$ cat src/rtl/imem_upg_pkg.sv
// imem_upg_pkg: shared definitions for the instruction-memory upload controller.
//   upg_state_e      - controller states (CSUM is only reachable when
//                      IMEM_UPG_CHECKSUM_EN is defined)
//   UPG_TIMEOUT_CYC  - default inter-byte idle limit during a load
package imem_upg_pkg;

    typedef enum logic [2:0] {
        IDLE,
        HDR0,
        HDR1,
        DATA,
        CSUM,
        DONE,
        ERR
    } upg_state_e;

    localparam int unsigned UPG_TIMEOUT_CYC = 1_000_000;

endpackage

$ cat src/rtl/upg_word_packer.sv
// upg_word_packer: byte-to-word assembler for the upload path.
//   clk, rst     - clock, synchronous active-high reset
//   clr          - holds the lane counter at 0 (asserted outside DATA)
//   byte_valid   - byte strobe, one byte per strobe
//   byte_data    - byte value; first byte of a word lands in [7:0]
//   word_valid   - registered, high one cycle after the 4th byte of a word
//   word_data    - assembled word, stable while word_valid is high
module upg_word_packer (
    input  logic        clk,
    input  logic        rst,
    input  logic        clr,
    input  logic        byte_valid,
    input  logic [7:0]  byte_data,
    output logic        word_valid,
    output logic [31:0] word_data
);

    logic [1:0]  lane_q, lane_d;
    logic [31:0] word_q, word_d;
    logic        valid_q, valid_d;

    always_comb begin
        lane_d  = lane_q;
        word_d  = word_q;
        valid_d = 1'b0;
        if (byte_valid) begin
            // Shift right so the first byte ends up in the low lane.
            word_d  = {byte_data, word_q[31:8]};
            lane_d  = lane_q + 2'd1;
            valid_d = (lane_q == 2'd3);
        end
        if (clr) lane_d = 2'd0;
    end

    always_ff @(posedge clk) begin
        if (rst) begin
            lane_q  <= 2'd0;
            word_q  <= 32'd0;
            valid_q <= 1'b0;
        end else begin
            lane_q  <= lane_d;
            word_q  <= word_d;
            valid_q <= valid_d;
        end
    end

    // A byte arriving in the word_valid cycle only updates word_q at the
    // following edge, so word_data still shows the completed word here.
    assign word_valid = valid_q;
    assign word_data  = word_q;

endmodule

$ cat src/rtl/imem_upload_ctrl.sv
// imem_upload_ctrl: loads a UART byte stream into instruction memory.
// Frame: count lo, count hi (N words), then 4*N little-endian data bytes,
// plus a trailing XOR-of-data byte when IMEM_UPG_CHECKSUM_EN is defined.
//   clk, rst         - clock, synchronous active-high reset
//   upg_start        - pulse; starts a load from IDLE or ERR
//   rx_valid/rx_data - received byte strobe and value
//   imem_we/addr/wdata - instruction-memory write port
//   upg_mode, cpu_hold - port ownership / CPU reset hold (0 only in IDLE)
//   upg_done         - one-cycle pulse on success
//   upg_err          - level, high while in ERR
// Optional feature macro: IMEM_UPG_CHECKSUM_EN
module imem_upload_ctrl
    import imem_upg_pkg::*;
#(
    parameter int ADDR_W      = 14,
    parameter int TIMEOUT_CYC = UPG_TIMEOUT_CYC
) (
    input  logic              clk,
    input  logic              rst,
    input  logic              upg_start,
    input  logic              rx_valid,
    input  logic [7:0]        rx_data,
    output logic              imem_we,
    output logic [ADDR_W-1:0] imem_addr,
    output logic [31:0]       imem_wdata,
    output logic              upg_mode,
    output logic              cpu_hold,
    output logic              upg_done,
    output logic              upg_err
);

    localparam int          TO_W  = $clog2(TIMEOUT_CYC + 1);
    localparam int          WI_W  = ADDR_W + 1;
    localparam int unsigned DEPTH = 32'd1 << ADDR_W;

`ifdef IMEM_UPG_CHECKSUM_EN
    localparam upg_state_e POST_DATA = CSUM;
`else
    localparam upg_state_e POST_DATA = DONE;
`endif

    upg_state_e      state_q, state_d;
    logic [7:0]      cnt_lo_q, cnt_lo_d;
    logic [15:0]     cnt_q, cnt_d;
    logic [WI_W-1:0] widx_q, widx_d;
    logic [TO_W-1:0] idle_q, idle_d;
    logic            mode_q, done_q, err_q;
`ifdef IMEM_UPG_CHECKSUM_EN
    logic [7:0]      csum_q, csum_d;
`endif

    logic        word_valid;
    logic [31:0] word_data;
    logic [15:0] n_hdr;
    logic        last_word;

    upg_word_packer u_packer (
        .clk        (clk),
        .rst        (rst),
        .clr        (state_q != DATA),
        .byte_valid (rx_valid && (state_q == DATA)),
        .byte_data  (rx_data),
        .word_valid (word_valid),
        .word_data  (word_data)
    );

    // Word index is one bit wider than the address so N = 2^ADDR_W
    // terminates without the index wrapping back to 0.
    assign last_word = (32'(widx_q) + 32'd1) == 32'(cnt_q);

    always_comb begin
        state_d  = state_q;
        cnt_lo_d = cnt_lo_q;
        cnt_d    = cnt_q;
        widx_d   = widx_q;
        idle_d   = idle_q;
        n_hdr    = {rx_data, cnt_lo_q};
`ifdef IMEM_UPG_CHECKSUM_EN
        csum_d   = csum_q;
`endif
        if (word_valid) widx_d = widx_q + WI_W'(1);

        case (state_q)
            IDLE: if (upg_start) state_d = HDR0;
            HDR0: if (rx_valid) begin
                cnt_lo_d = rx_data;
                state_d  = HDR1;
            end
            HDR1: if (rx_valid) begin
                cnt_d  = n_hdr;
                widx_d = '0;
                if (n_hdr == 16'd0)            state_d = POST_DATA;
                else if (32'(n_hdr) > DEPTH)   state_d = ERR;
                else                           state_d = DATA;
            end
            DATA: begin
                // Leave on the write of the last word, not its 4th byte, so
                // upg_done trails the final imem_we by one cycle.
                if (word_valid && last_word) begin
`ifdef IMEM_UPG_CHECKSUM_EN
                    // A byte in this cycle is already the checksum byte.
                    if (rx_valid) begin
                        if (rx_data == csum_q) state_d = DONE;
                        else                   state_d = ERR;
                    end else begin
                        state_d = CSUM;
                    end
`else
                    state_d = DONE;
`endif
                end
`ifdef IMEM_UPG_CHECKSUM_EN
                else if (rx_valid) csum_d = csum_q ^ rx_data;
`endif
            end
            CSUM: if (rx_valid) begin
`ifdef IMEM_UPG_CHECKSUM_EN
                if (rx_data == csum_q) state_d = DONE;
                else                   state_d = ERR;
`else
                state_d = ERR;
`endif
            end
            DONE: state_d = IDLE;
            ERR:  if (upg_start) state_d = HDR0;
            default: state_d = IDLE;
        endcase

        // Inter-byte watchdog while a frame is being received.
        if (state_q inside {HDR0, HDR1, DATA, CSUM}) begin
            if (rx_valid)                             idle_d = '0;
            else if (idle_q == TO_W'(TIMEOUT_CYC - 1)) state_d = ERR;
            else                                      idle_d = idle_q + TO_W'(1);
        end else begin
            idle_d = '0;
        end
        if (state_d != state_q) idle_d = '0;

`ifdef IMEM_UPG_CHECKSUM_EN
        if (state_d == HDR0 && state_q != HDR0) csum_d = 8'd0;
`endif
    end

    always_ff @(posedge clk) begin
        if (rst) begin
            state_q  <= IDLE;
            cnt_lo_q <= 8'd0;
            cnt_q    <= 16'd0;
            widx_q   <= '0;
            idle_q   <= '0;
            mode_q   <= 1'b0;
            done_q   <= 1'b0;
            err_q    <= 1'b0;
`ifdef IMEM_UPG_CHECKSUM_EN
            csum_q   <= 8'd0;
`endif
        end else begin
            state_q  <= state_d;
            cnt_lo_q <= cnt_lo_d;
            cnt_q    <= cnt_d;
            widx_q   <= widx_d;
            idle_q   <= idle_d;
            // Outputs decoded from the next state so they switch on the
            // same edge as the state register.
            mode_q   <= (state_d != IDLE);
            done_q   <= (state_d == DONE);
            err_q    <= (state_d == ERR);
`ifdef IMEM_UPG_CHECKSUM_EN
            csum_q   <= csum_d;
`endif
        end
    end

    assign imem_we    = word_valid;
    assign imem_addr  = widx_q[ADDR_W-1:0];
    assign imem_wdata = word_data;
    assign upg_mode   = mode_q;
    assign cpu_hold   = mode_q;
    assign upg_done   = done_q;
    assign upg_err    = err_q;

endmodule

$ cat config.mk
export PLATFORM = sky130hd
export DESIGN_NAME = imem_upload_ctrl
export DESIGN_NICKNAME = d
export VERILOG_FILES = /design/src/rtl/imem_upg_pkg.sv /design/src/rtl/upg_word_packer.sv /design/src/rtl/imem_upload_ctrl.sv
export SDC_FILE = /design/constraint.sdc
export NUM_CORES = 1
export LEC_CHECK = 0
export CAP_MARGIN = 0
export CORE_MARGIN = 2
export CORE_UTILIZATION = 46
export DETAILED_ROUTE_END_ITERATION = 12
export PLACE_DENSITY = 0.71
export SLEW_MARGIN = 20
export SYNTH_ARGS = -nofsm -noshare
export SYNTH_HDL_FRONTEND = slang
export SYNTH_SLANG_ARGS = --single-unit
export TNS_END_PERCENT = 30
$ cat constraint.sdc
create_clock -name clk -period 2.2 [get_ports clk]
set_input_delay 0.55 -clock clk [delete_from_list [all_inputs] [get_ports clk]]
set_output_delay 0.55 -clock clk [all_outputs]
set_load 0.02 [all_outputs]
=== Word-level counts from Yosys, hierarchy flattened ===
Cells that the tools add are included.

* Add/sub/neg operators: 4
* Order comparisons: 1
* Equality and inequality tests: 12
* Mux-type cells: 14
* Bitwise logic cells: 2
* Reduce and logical (&&, ||, !) cells: 12

{| class="wikitable"
|+ Operator list
! operator !! count
|-
| 15-bit 2-to-1 mux || 3
|-
| 3-bit 2-to-1 mux || 10
|-
| 20-bit by 1-bit adder with 20-bit output, second input constant || 1
|-
| 20-bit equality test, second input constant || 1
|-
| 15-bit by 1-bit adder with 16-bit output, second input constant || 1
|-
| 16-bit equality test || 1
|-
| 16-bit by 15-bit greater-than comparator with 1-bit output, second input constant || 1
|-
| 16-bit logical NOT || 1
|-
| 15-bit by 1-bit adder with 15-bit output, second input constant || 1
|-
| 3-bit one-hot mux with 5 select lines || 1
|-
| 3-bit equality test, second input constant || 4
|-
| 3-bit by 2-bit equality test with 1-bit output, second input constant || 2
|-
| 2-bit OR reduction || 3
|-
| 2-bit AND reduction || 2
|-
| 4-bit nonzero test || 1
|-
| 4-bit OR reduction || 1
|-
| 3-bit by 1-bit equality test with 1-bit output, second input constant || 1
|-
| 3-bit logical NOT || 1
|-
| 3-bit by 2-bit != test with 1-bit output, second input constant || 1
|-
| 3-bit != test || 1
|-
| 3-bit nonzero test || 1
|-
| 2-bit by 1-bit adder with 2-bit output, second input constant || 1
|-
| 2-bit equality test, second input constant || 1
|-
| 1-bit logical AND || 2
|-
| 1-bit inverter || 2
|}

* Bits in registers: 100
* Bits of input ports: 12
* Output and inout port bits: 51
* Logic and storage cells: 56

=== Longest topological paths before layout ===
Gate-level depths: netlist (run 1).

* Word-level depth: 10
* Gate-level depth with buffers: 9
* Depth with buffers taken out: 7

=== By module ===
Synthesis (run 1) repeated with hierarchy kept, for this count alone.

* Cells, all modules: 547
* Area total of the unflattened synthesis: 4825.9 um^2

{| class="wikitable"
|+ Modules (own cells, without submodules)
! module !! times used !! cells an instance !! area an instance (um^2) !! seq. area each (um^2)
|-
| imem_upload_ctrl || 1 || 434 || 3545.9 || 1301.2
|-
| upg_word_packer || 1 || 113 || 1280.0 || 700.7
|}

=== Worst setup path before layout (run 1) ===
No wires, ideal clock.

* Path kind: reg2reg
* Start point: register idle_q[0]
* End point: register done_q (netlist: upg_done)
* Library setup time: 0.086 ns
* Arrival: 2.164 ns
* Required time: 2.114 ns
* Path slack: -0.051 ns
* Stages on the path, launching flop included: 9
* Buffers on the path: 1
* Period minus slack after synthesis: 2.251 ns
* Cells stage by stage: dfxtp_1 -> ha_1 -> nand3_2 -> or3_1 -> or2_1 -> buf_6 -> or3_4 -> a31o_1 -> a221oi_2

* Word-level cells in the longest chain between the ends: 5

{| class="wikitable"
|+ RTL lines
! what !! line !! RTL
|-
| start, declared || imem_upload_ctrl.sv:46 || <nowiki>logic [TO_W-1:0] idle_q, idle_d;</nowiki>
|-
| start signal, assigned || imem_upload_ctrl.sv:162 || <nowiki>idle_q <= idle_d;</nowiki>
|-
| 20-bit equality test || imem_upload_ctrl.sv:132 || <nowiki>else if (idle_q == TO_W'(TIMEOUT_CYC - 1)) state_d = ERR;</nowiki>
|-
| 3-bit 2-to-1 mux || imem_upload_ctrl.sv:132 ||
|-
| 3-bit 2-to-1 mux || imem_upload_ctrl.sv:131 || <nowiki>if (rx_valid) idle_d = '0;</nowiki>
|-
| 3-bit 2-to-1 mux || imem_upload_ctrl.sv:130 || <nowiki>if (state_q inside {HDR0, HDR1, DATA, CSUM}) begin</nowiki>
|-
| 3-bit equality test || imem_upload_ctrl.sv:166 || <nowiki>done_q <= (state_d == DONE);</nowiki>
|-
| end signal, assigned || imem_upload_ctrl.sv:166 ||
|-
| end, declared || imem_upload_ctrl.sv:47 || <nowiki>logic mode_q, done_q, err_q;</nowiki>
|}

Every way passes these cells.
A chain may end at the register's enable or synchronous reset.

=== Worst setup path in the final report (run 1) ===
* Start point: register widx_q[3]
* End point: register done_q (netlist: upg_done)

* Word-level cells in the longest chain between the ends: 9

{| class="wikitable"
|+ RTL lines
! what !! line !! RTL
|-
| start, declared || imem_upload_ctrl.sv:45 || <nowiki>logic [WI_W-1:0] widx_q, widx_d;</nowiki>
|-
| start signal, assigned || imem_upload_ctrl.sv:161 || <nowiki>widx_q <= widx_d;</nowiki>
|-
| 15-bit by 1-bit adder with 16-bit output (*) || imem_upload_ctrl.sv:69 || <nowiki>assign last_word = (32'(widx_q) + 32'd1) == 32'(cnt_q);</nowiki>
|-
| 16-bit equality test (*) || imem_upload_ctrl.sv:69 ||
|-
| 1-bit logical AND (*) || imem_upload_ctrl.sv:99 || <nowiki>if (word_valid && last_word) begin</nowiki>
|-
| 3-bit 2-to-1 mux (*) || imem_upload_ctrl.sv:99 ||
|-
| 3-bit one-hot mux with 5 select lines (*) || imem_upload_ctrl.sv:83 || <nowiki>case (state_q)</nowiki>
|-
| 3-bit 2-to-1 mux || imem_upload_ctrl.sv:132 ||
|-
| 3-bit 2-to-1 mux || imem_upload_ctrl.sv:131 ||
|-
| 3-bit 2-to-1 mux (*) || imem_upload_ctrl.sv:130 ||
|-
| 3-bit equality test (*) || imem_upload_ctrl.sv:166 ||
|}

Every way passes the cells marked *; elsewhere a longest branch is shown, timed or not.

==> run metrics, run 1 <==
Root Driver sky130_fd_sc_hd__clkbuf_8; primary flip-flop cell chosen by synthesis mapping sky130_fd_sc_hd__dfxtp_1; Critical Path, Cell by Cell nand4_1 > buf_6 > nor4_4 > xnor2_1 > nand3_1 > or4_4 > a221oi_2; share of synthesized flip-flops with an asynchronous set or reset 0%; number of standard cells in the final layout excluding fillers 811; instance area after placement 0.00572 sq mm; leading post-synthesis cells by cell area sky130_fd_sc_hd__dfxtp_1 42%, sky130_fd_sc_hd__nand2_1 10%, sky130_fd_sc_hd__a21oi_1 6.1%, sky130_fd_sc_hd__xnor2_1 6.1%, sky130_fd_sc_hd__nor2_1 4.4%; hold violation count in the final report 0; cell accounting for the most synthesized area sky130_fd_sc_hd__dfxtp_1; maximum number of buffers from clock root to sink 2; launch instance of the worst min-delay path u_packer.word_data[30]; number of antenna repair diodes 0; top-count cell post-synth sky130_fd_sc_hd__nand2_1; placed insts 790; kind of critical path reg2reg; global-route wire length before repair 20.2 mm; fraction of final layout cells with drive strength greater than 1 17.3%; number of standard-cell rows in the floorplan 37; starting density of the core 46.6%; gr ovfl total 0; overall die width 105 microns; cts-stage hold buffer count 0; final setup violation count 0; crit path capture type flop; vias per std cell 5.26; setup slack of the worst register-to-register path 0.5 ps; Critical Path Slowest Stage Cell sky130_fd_sc_hd__or4_4; most crowded layer after global routing met2; Post-synth EDFFs 0; number of H-tree branching levels 3; Max Clk Rate 455 MHz; Vias 4263; Chip Height 105 microns; clk_lat worst skew 380 ps; Layout Cell Area excl Fill 0.00613 sq mm; min cycle time layout 2200 ps; I/O pin count 63; relative slew slack 65.4%; largest net degree at the start of global routing 54; global-route track usage on met3 4.45%; min-delay worst type reg2reg; result of the run finished, final reports clean; RSZ-0062 raised after global routing true; Crit path largest cell delay 530 ps; IR Drop Worst-Case VDD 0.363 mV; required arrival time at the worst endpoint 2490 ps; met1 GRT Util 27.0%; transition at the pin with the smallest max-transition slack 519 ps; Mapped Nets 600; post-route antenna net violation count 0; clock tree from TritonCTS done; global router's overall resource usage 22.1%; Post-Route WL 11.7 mm; count of cells along the worst hold path 2; r2r startpoint widx_q[3]; Post-route DRC 0; type of origin of the critical path flop; Routability Congestion 0.856; highest net fanout along the worst path 9; overall die area 0.0111 sq mm; register area share after synthesis 42.4%; met2 track demand over resource 38.1%; TritonCTS Sinks 100; destination of the worst register-to-register timing path upg_done; unique cell type count in the Yosys netlist 53; Static Leakage 0.00218 uW; post-layout util 60.4%; Total Nets Final 685; #FFs+latches synth 100; warnings from Yosys 0; clock transition time at the flip-flop clock pins of the worst setup and hold paths 120 ps; top cells by count, synth 128 x sky130_fd_sc_hd__nand2_1, 100 x sky130_fd_sc_hd__dfxtp_1, 58 x sky130_fd_sc_hd__a21oi_1, 56 x sky130_fd_sc_hd__nor2_1, 33 x sky130_fd_sc_hd__xnor2_1; terminating pin of the worst hold path u_packer.word_data[22]; worst path arrival time 2490 ps; quantity of I/O buffers inserted on ports 62; initial DRC count 256; Syn-to-layout area delta 29.6%; Post-Synthesis Cells 585; number of antenna violations at the first check in global routing 0; TritonCTS buffer count 9; areal power density over the cells 558 mW/mm^2; Cell Area, Synth 0.00473 sq mm; length in cells of the worst reg-to-reg path 7; number of global-route vias before repair 4327; Avg Synthesized Cell Area 8.08 sq um; setup skew after layout 15.3 ps; number of maximum-capacitance violations 0; final HPWL from detailed placement 8.29 mm; number of max-slew violations in the final report 0; iteration count of the initial detailed-routing pass 5; average wire per standard cell 14.4 microns; area of the placeable core 0.0101 sq mm; fin crit share 100%; fraction of synthesized cell area taken by the top area cell type 42.4%
==> how the worst max path moves through the flow <==
stage / startpoint / to / cells past startpoint
CTS: widx_q[0] / upg_done / 8
floorplan: idle_q[1] / upg_done / 8
finish: widx_q[3] / upg_done / 7
detailed placement: rx_data[0] / upg_done / 8
global route: widx_q[0] / upg_done / 8
global placement: rx_data[0] / cpu_hold / 6
==> final cells by class <==
| cell class | count | area, sq um |
|---|---|---|
| clock buffers | 9 | 124 |
| repair buffers | 121 | 1100 |
| well taps | 136 | 170 |
| flip-flops and latches | 100 | 2020 |
| multi-input cells | 431 | 2600 |
| clock inverters | 7 | 76.3 |
| inverters | 7 | 26.3 |
| fillers | 900 | 4010 |
==> routing by layer <==
metal / wire, microns / vias to the layer above
met1: 4990 / 1985
met3: 531 / 24
met2: 5870 / 108
met4: 282 / 0
li1: - / 2146
met5: 0 / -
==> critical path, delay by kind of cell, from the launching register on <==
family	cells	cell delay, ps
flops	1	430
buf+inv	1	160
simple gates	4	1040
xor+xnor	1	210
compound gates	1	280
==> cells by family (layout without fill, tap and decap cells) <==
logic type | after synthesis | in the layout | synth area share (%)
simple gates | 274 | 274 | 27.6
flops | 100 | 100 | 42.4
compound gates | 91 | 91 | 11.4
mux | 13 | 13 | 2.75
fa+ha+maj | 3 | 3 | 0.794
xor+xnor | 50 | 50 | 9.26
buf+inv | 54 | 144 | 5.82
==> power breakdown <==
| part | internal [uW] | switching [uW] |
|---|---|---|
| combinational | 156 | 206 |
| sequential | 1840 | 43.6 |
| clock | 453 | 721 |
==> cell usage in the layout, fill, tap and decap left out, types with 7 or more instances in the layout <==
cell and instances:
sky130_fd_sc_hd__buf_4 52, sky130_fd_sc_hd__nand2_1 128, sky130_fd_sc_hd__xnor2_1 32, sky130_fd_sc_hd__inv_1 7
sky130_fd_sc_hd__nand4_1 9, sky130_fd_sc_hd__nand3_1 10, sky130_fd_sc_hd__dfxtp_1 88, sky130_fd_sc_hd__clkbuf_8 9
sky130_fd_sc_hd__o21ai_0 7, sky130_fd_sc_hd__dfxtp_2 9, sky130_fd_sc_hd__nor3_1 17, sky130_fd_sc_hd__clkdlybuf4s50_1 61
sky130_fd_sc_hd__xor2_1 17, sky130_fd_sc_hd__nor2_1 56, sky130_fd_sc_hd__mux2i_1 13, sky130_fd_sc_hd__a21oi_1 58
==> registers in the layout, indices dropped and copies added, names as in the netlist <==
register,flops
cnt_lo_q,8
cnt_q,16
cpu_hold,1
idle_q,20
state_q,3
u_packer.lane_q,2
u_packer.word_data,32
u_packer.word_valid,1
upg_done,1
upg_err,1
widx_q,15
==> what timing repair did <==
action                     4_1_cts  5_1_grt
setup endpoints to repair       23       25
gates cloned                     1        0
pin swaps                       13        3
resized for setup               25       12
buffers inserted                 4        0
==> per-stage QoR <==
step           hold WS [ps]  power (uW)  TNS, ps  worst slack (ps)
3_5_place_dp            451        2270    -3690              -315
3_3_place_gp            444        2260    -2230              -273
5_1_grt                 480        3560    -1220              -113
6_report                462        3420        0             0.533
2_1_floorplan           444        2140        0              4.93
4_1_cts                 467        3450        0             0.115
Power figures use the tool's default switching activity.
==> run 2, diff against run 1 <==
Settings changed: ABC_AREA from default to 1, CAP_MARGIN 0 to 20.
==> run 2 against run 1 <==
  * The run now ends with negative setup slack left
  * Flip-flop and latch count unchanged
  * Synthesized cell count up 16%
  * Power up 32%
  * Via count up 8.3%
  * Critical path depth up 13
  * Clock skew about the same
  * Clock power up 10%
  * Non-clock buffer count down 14
  * Final area up 0.37%
  * Largest power group unchanged
  * Highest routed layer unchanged
==> run metrics, run 2 <==
Mapped Nets 692; Vias 4615; fin crit share 108%; type of origin of the critical path flop; initial DRC count 205; setup slack of the worst register-to-register path -190 ps; cell internal pwr 3120 uW; warnings from Yosys 0; I/O pin count 63; result of the run complete, but fails checks; post-layout util 59.8%; clk_lat worst skew 370 ps; areal power density over the cells 735 mW/mm^2; setup skew after layout 15.2 ps; quantity of I/O buffers inserted on ports 62; most frequent cells in the layout 111 x sky130_fd_sc_hd__nand2_1, 92 x sky130_fd_sc_hd__dfxtp_1, 70 x sky130_fd_sc_hd__inv_1; Static Leakage 0.00225 uW; transition at the pin with the smallest max-transition slack 372 ps; maximum number of buffers from clock root to sink 2; Avg Synthesized Cell Area 7.14 sq um; TritonCTS Sinks 100; unique cell type count in the Yosys netlist 32; primary flip-flop cell chosen by synthesis mapping sky130_fd_sc_hd__dfxtp_1; TritonCTS buffer count 9; Post-synth EDFFs 0; share of power burned in the clock network 28.5%; largest net degree at the start of global routing 37; global-route wire length before repair 20.0 mm; number of antenna repair diodes 0; fraction of final layout cells with drive strength greater than 1 16.4%; gr ovfl total 0; Post-Route WL 12.1 mm; number of H-tree branching levels 3; highest net fanout along the worst path 7; number of standard cells in the final layout excluding fillers 897; Max Clk Rate 419 MHz; Crit. Startpoint widx_q[0]; Comb pwr share 25.5%; worst hold slack across all endpoints 468 ps; RSZ-0062 raised after global routing true; min cycle time layout 2390 ps; net load switching power 1400 uW; starting density of the core 47.0%; top cells by count, synth 117 x sky130_fd_sc_hd__nand2_1, 100 x sky130_fd_sc_hd__dfxtp_1, 70 x sky130_fd_sc_hd__inv_1, 70 x sky130_fd_sc_hd__nand3_1, 66 x sky130_fd_sc_hd__nor2_1; clock transition time at the flip-flop clock pins of the worst setup and hold paths 100 ps; fraction of synthesized cell area taken by the top area cell type 41.4%; flip-flop count of the largest register, all copies and words added 32; cell accounting for the most synthesized area sky130_fd_sc_hd__dfxtp_1; final HPWL from detailed placement 8.46 mm; global router's overall resource usage 21.9%; clock tree from TritonCTS done; kind of critical path reg2reg; top-count cell post-synth sky130_fd_sc_hd__nand2_1; required arrival time at the worst endpoint 2470 ps; min-delay worst type reg2reg; destination of the worst register-to-register timing path idle_q[2]; vias per std cell 5.14; cts-stage hold buffer count 0; Chip Height 106 microns; placed insts 877; r2r startpoint widx_q[0]; most frequent standard cell in the layout excluding fill and tap cells sky130_fd_sc_hd__nand2_1; Syn-to-layout area delta 27.3%; overall die area 0.0113 sq mm; relative slew slack 75.2%; instance area after placement 0.00574 sq mm; violated checks negative setup slack; Root Driver sky130_fd_sc_hd__clkbuf_8; area of the placeable core 0.0103 sq mm; hold violation count in the final report 0; number of maximum-capacitance violations 0; Critical Path Sink idle_q[2]; Post-Synthesis Cells 677; crit path capture type flop; iteration count of the initial detailed-routing pass 5; post-route antenna net violation count 0; number of standard-cell rows in the floorplan 37; final setup margin -185 ps; number of max-slew violations in the final report 0; Post-route DRC 0; Routability Congestion 0.822; register area share after synthesis 41.4%; Cell Area, Synth 0.00483 sq mm; count of cells along the worst hold path 2; average wire per standard cell 13.5 microns; fraction of power spent switching nets 31.0%; overall die width 106 microns; final setup violation count 23; IR Drop Worst-Case VDD 0.398 mV; Total Nets Final 771; Layout Cell Area excl Fill 0.00615 sq mm; number of global-route vias before repair 4336; length in cells of the worst reg-to-reg path 20; number of antenna violations at the first check in global routing 0; share of synthesized flip-flops with an asynchronous set or reset 0%; #FFs+latches synth 100; Setup WS pre-CTS -459 ps; Sequential Power Share 46.0%; leading post-synthesis cells by cell area sky130_fd_sc_hd__dfxtp_1 41%, sky130_fd_sc_hd__nand2_1 9.1%, sky130_fd_sc_hd__nand3_1 7.3%, sky130_fd_sc_hd__a21oi_1 6.7%, sky130_fd_sc_hd__inv_1 5.4%; worst path arrival time 2650 ps
run 2: changes by cell type after synthesis, moves of 11 or more:
| cell | before | now |
|---|---|---|
| sky130_fd_sc_hd__inv_1 | 7 | 70 |
| sky130_fd_sc_hd__nand3_1 | 12 | 70 |
| sky130_fd_sc_hd__nand2_1 | 128 | 117 |
| sky130_fd_sc_hd__nor2_2 | 0 | 25 |
| sky130_fd_sc_hd__xnor2_1 | 33 | 9 |
| sky130_fd_sc_hd__o21ai_0 | 8 | 43 |
| sky130_fd_sc_hd__mux2i_1 | 13 | 1 |
run 2: layer usage:
metal | part of all wire, % | global-route usage [%]
met4 | 2.0 | 8.16
met3 | 6.0 | 5.27
met1 | 46 | 29.1
met5 | 0 | 0
met2 | 46 | 34.4
run 2: cell families after synthesis:
family | after synthesis | synth area share (%)
buffers and inverters | 111 | 10.1
XOR/XNOR | 24 | 4.66
flip-flops | 100 | 41.4
AND/OR/NAND/NOR | 323 | 30.6
adder cells (fa/ha/maj) | 3 | 0.777
AO/OA/AOI/OAI | 115 | 12.2
multiplexers | 1 | 0.207
run 2: worst min path at each step:
stage | from | to
finish | u_packer.word_data[2] | u_packer.word_data[2]
CTS | u_packer.word_data[2] | u_packer.word_data[2]
detailed placement | u_packer.word_data[4] | u_packer.word_data[4]
floorplan | cnt_q[15] | cnt_q[15]
global route | cnt_lo_q[0] | cnt_q[0]
global placement | u_packer.word_data[3] | u_packer.word_data[3]
run 2: critical path, cell delays in order, from the launching register on:
cell	delay, ps
sky130_fd_sc_hd__dfxtp_2	380
sky130_fd_sc_hd__ha_4	180
sky130_fd_sc_hd__nand2_4	60
sky130_fd_sc_hd__nor2_4	210
sky130_fd_sc_hd__nand2_1	100
sky130_fd_sc_hd__nand2_2	90
sky130_fd_sc_hd__nand2_1	60
sky130_fd_sc_hd__nand2_1	80
sky130_fd_sc_hd__nand3_2	60
sky130_fd_sc_hd__nor2_1	100
sky130_fd_sc_hd__nand2_1	80
sky130_fd_sc_hd__nor2_2	120
sky130_fd_sc_hd__nand2_1	70
sky130_fd_sc_hd__nand2_2	90
sky130_fd_sc_hd__nand3_2	100
sky130_fd_sc_hd__nand2_2	80
sky130_fd_sc_hd__nand2_2	70
sky130_fd_sc_hd__nand2_4	100
sky130_fd_sc_hd__buf_12	120
sky130_fd_sc_hd__buf_16	110
sky130_fd_sc_hd__nor2_2	30
run 2: cell type report:
cell class              instances  area, sq um
clock buffers                  11          131
clock inverters                 5         83.8
fillers                       980         4130
inverters                      72          270
multi-input cells             466         2460
flip-flops and latches        100         2010
well taps                     136          170
repair buffers                107         1020
run 2: repair_timing:
| action | 4_1_cts | 5_1_grt |
|---|---|---|
| setup buffers | 3 | 1 |
| resized for setup | 24 | 18 |
| gates cloned | 2 | 0 |
| endpoints found under the setup margin | 20 | 26 |
| pin swaps | 9 | 15 |
run 2: metrics by stage:
| stage | setup TNS (ps) | total power [uW] |
|---|---|---|
| 2_1_floorplan | 0 | 2740 |
| 3_3_place_gp | -8830 | 3120 |
| 3_5_place_dp | -10130 | 3130 |
| 4_1_cts | -1520 | 4550 |
| 5_1_grt | -6360 | 4770 |
| 6_report | -2810 | 4520 |
run 2: power groups by stage:
| stage | Combinational, uW | Clock [uW] | Sequential, uW |
|---|---|---|---|
| floorplan | 638 | 0 | 2100 |
| CTS | 1150 | 1320 | 2070 |
| global route | 1280 | 1390 | 2100 |
| finish | 1150 | 1290 | 2080 |
| detailed placement | 1020 | 0 | 2110 |
| global placement | 1000 | 0 | 2110 |
==> run 3, diff against run 2 <==
Settings changed: PLACE_DENSITY 0.71 to 0.68, SYNTH_HIERARCHICAL from default to 1.
Clock period 2.2 ns to 2.4 ns, I/O delays scaled along.
==> run 3 against run 2 <==
  * The flow now finishes without violations
  * Final area is 1.9% higher
  * Global-route usage is 1.8 points lower
  * Core utilization is 1.8 points lower
  * Largest cell class unchanged
==> run metrics, run 3 <==
number of global-route vias before repair 4098; clock tree from TritonCTS done; Routability Congestion 0.984; net load switching power 891 uW; min-delay worst type reg2reg; iteration count of the initial detailed-routing pass 5; relative slew slack 60.4%; post-route antenna net violation count 0; areal power density over the cells 532 mW/mm^2; number of H-tree branching levels 3; fraction of power spent switching nets 26.7%; fraction of final layout cells with drive strength greater than 1 18.5%; share of synthesized flip-flops with an asynchronous set or reset 0%; most frequent standard cell in the layout excluding fill and tap cells sky130_fd_sc_hd__nor2_1; leading post-synthesis cells by cell area sky130_fd_sc_hd__dfxtp_1 40%, sky130_fd_sc_hd__nand2_1 8.0%, sky130_fd_sc_hd__nor2_1 8.0%, sky130_fd_sc_hd__o21ai_0 6.1%, sky130_fd_sc_hd__inv_1 5.8%; number of standard cells in the final layout excluding fillers 908; final setup margin 117 ps; cell accounting for the most synthesized area sky130_fd_sc_hd__dfxtp_1; maximum number of buffers from clock root to sink 2; global-route wire length before repair 19.0 mm; cell internal pwr 2440 uW; initial DRC count 347; average wire per standard cell 13.1 microns; fraction of synthesized cell area taken by the top area cell type 39.5%; Avg Synthesized Cell Area 7.31 sq um; number of antenna repair diodes 0; required arrival time at the worst endpoint 2690 ps; crit path capture type flop; Layout Cell Area excl Fill 0.00627 sq mm; transition at the pin with the smallest max-transition slack 593 ps; Post-route DRC 0; TritonCTS Sinks 100; overall die area 0.0119 sq mm; quantity of I/O buffers inserted on ports 62; Total Nets Final 778; highest net fanout along the worst path 6; clk_lat worst skew 370 ps; area of the placeable core 0.0108 sq mm; number of max-slew violations in the final report 0; TritonCTS buffer count 9; worst path arrival time 2570 ps; Cell Area, Synth 0.00506 sq mm; worst hold slack across all endpoints 481 ps; flip-flop count of the largest register, all copies and words added 32; Post-synth EDFFs 0; starting density of the core 46.9%; #FFs+latches synth 100; Syn-to-layout area delta 23.8%; result of the run finished, final reports clean; Root Driver sky130_fd_sc_hd__clkbuf_8; Comb pwr share 15.0%; primary flip-flop cell chosen by synthesis mapping sky130_fd_sc_hd__dfxtp_1; Post-Route WL 11.9 mm; Vias 4528; Sequential Power Share 52.2%; Max Clk Rate 438 MHz; min cycle time layout 2280 ps; instance area after placement 0.00579 sq mm; hold violation count in the final report 0; number of standard-cell rows in the floorplan 38; largest net degree at the start of global routing 38; fin crit share 95.1%; top cells by count, synth 108 x sky130_fd_sc_hd__nand2_1, 108 x sky130_fd_sc_hd__nor2_1, 100 x sky130_fd_sc_hd__dfxtp_1, 78 x sky130_fd_sc_hd__inv_1, 62 x sky130_fd_sc_hd__o21ai_0; Setup WS pre-CTS -151 ps; number of antenna violations at the first check in global routing 0; number of maximum-capacitance violations 0; cts-stage hold buffer count 0; Static Leakage 0.00245 uW; Chip Height 109 microns; IR Drop Worst-Case VDD 0.356 mV; final HPWL from detailed placement 8.22 mm; placed insts 885; final setup violation count 0; I/O pin count 63; unique cell type count in the Yosys netlist 38; gr ovfl total 0; register area share after synthesis 39.5%; clock transition time at the flip-flop clock pins of the worst setup and hold paths 100 ps; vias per std cell 4.99; global router's overall resource usage 20.1%; RSZ-0062 raised after global routing true; warnings from Yosys 6; Post-Synthesis Cells 693; setup skew after layout 14.9 ps; share of power burned in the clock network 32.8%; Mapped Nets 708; kind of critical path reg2reg; most frequent cells in the layout 104 x sky130_fd_sc_hd__nor2_1, 95 x sky130_fd_sc_hd__nand2_1, 93 x sky130_fd_sc_hd__dfxtp_1; overall die width 109 microns; type of origin of the critical path flop
[run 3: worst max-delay path: stages, from the launching register on]
cell	delay, ps
sky130_fd_sc_hd__dfxtp_2	360
sky130_fd_sc_hd__ha_4	170
sky130_fd_sc_hd__nand2_4	60
sky130_fd_sc_hd__nor2_4	220
sky130_fd_sc_hd__nand4_1	160
sky130_fd_sc_hd__nand3_1	100
sky130_fd_sc_hd__nand2_1	60
sky130_fd_sc_hd__nor2_2	130
sky130_fd_sc_hd__nand2_2	80
sky130_fd_sc_hd__nor2_4	140
sky130_fd_sc_hd__nand2_2	70
sky130_fd_sc_hd__nand2_2	70
sky130_fd_sc_hd__nand3_2	80
sky130_fd_sc_hd__nand2_2	100
sky130_fd_sc_hd__nand2_4	100
sky130_fd_sc_hd__clkbuf_16	190
sky130_fd_sc_hd__nor3_2	100
[run 3: path summary, 6_finish.rpt]
check / startpoint / endpoint / slack (ps) / cells past startpoint
max reg2reg: widx_q[1] / idle_q[19] / 120 / 16
min reg2reg: cnt_q[9] / cnt_q[9] / 480 / 2
max: widx_q[1] / idle_q[19] / 120 / 16
min: cnt_q[9] / cnt_q[9] / 480 / 2
[run 3: stage by stage]
stage	util, %	power [uW]	setup TNS (ps)
floorplan	-	2030	0
global placement	53.6	2160	-2830
detailed placement	53.6	2170	-2910
CTS	55.4	3260	0
global route	58.1	3480	-937
finish	58.1	3330	0
[run 3: area by class of cell]
class / count / area (sq um)
clock buffer: 13 / 149
timing repair buffer: 94 / 958
fill: 961 / 4530
tap: 140 / 175
inverter: 82 / 315
multi-input combinational: 476 / 2610
clock inverter: 3 / 46.3
sequential: 100 / 2010
[run 3: kinds of logic (layout without fill, tap and decap cells)]
kind of cell | Yosys count | count (layout) | synth area share (%)
compound gates | 103 | 103 | 10.6
xor+xnor | 21 | 21 | 3.63
fa+ha+maj | 3 | 3 | 0.741
buf+inv | 117 | 192 | 12.2
flops | 100 | 100 | 39.5
mux | 1 | 1 | 0.198
simple gates | 348 | 348 | 33.1
[run 3: metal layers]
layer	global-route usage (%)	routed length [microns]	share of wire (%)	vias up
li1	-	-	-	2355
met1	26.7	5750	48	2059
met2	32.7	5520	46	98
met3	2.75	397	3.3	16
met4	8.24	204	1.7	0
met5	0	0	0	-
[run 3: repair_timing]
action                                  4_1_cts  5_1_grt
endpoints found under the setup margin        0       24
hold endpoints to repair                      0        0
resized for setup                             0       46
buffers inserted                              0        2
[run 3: power groups by stage]
stage | combinational (uW) | sequential [uW] | clock [uW]
3_5_place_dp | 391 | 1780 | 0
5_1_grt | 546 | 1750 | 1190
2_1_floorplan | 243 | 1790 | 0
6_report | 500 | 1740 | 1090
4_1_cts | 393 | 1740 | 1120
3_3_place_gp | 386 | 1780 | 0
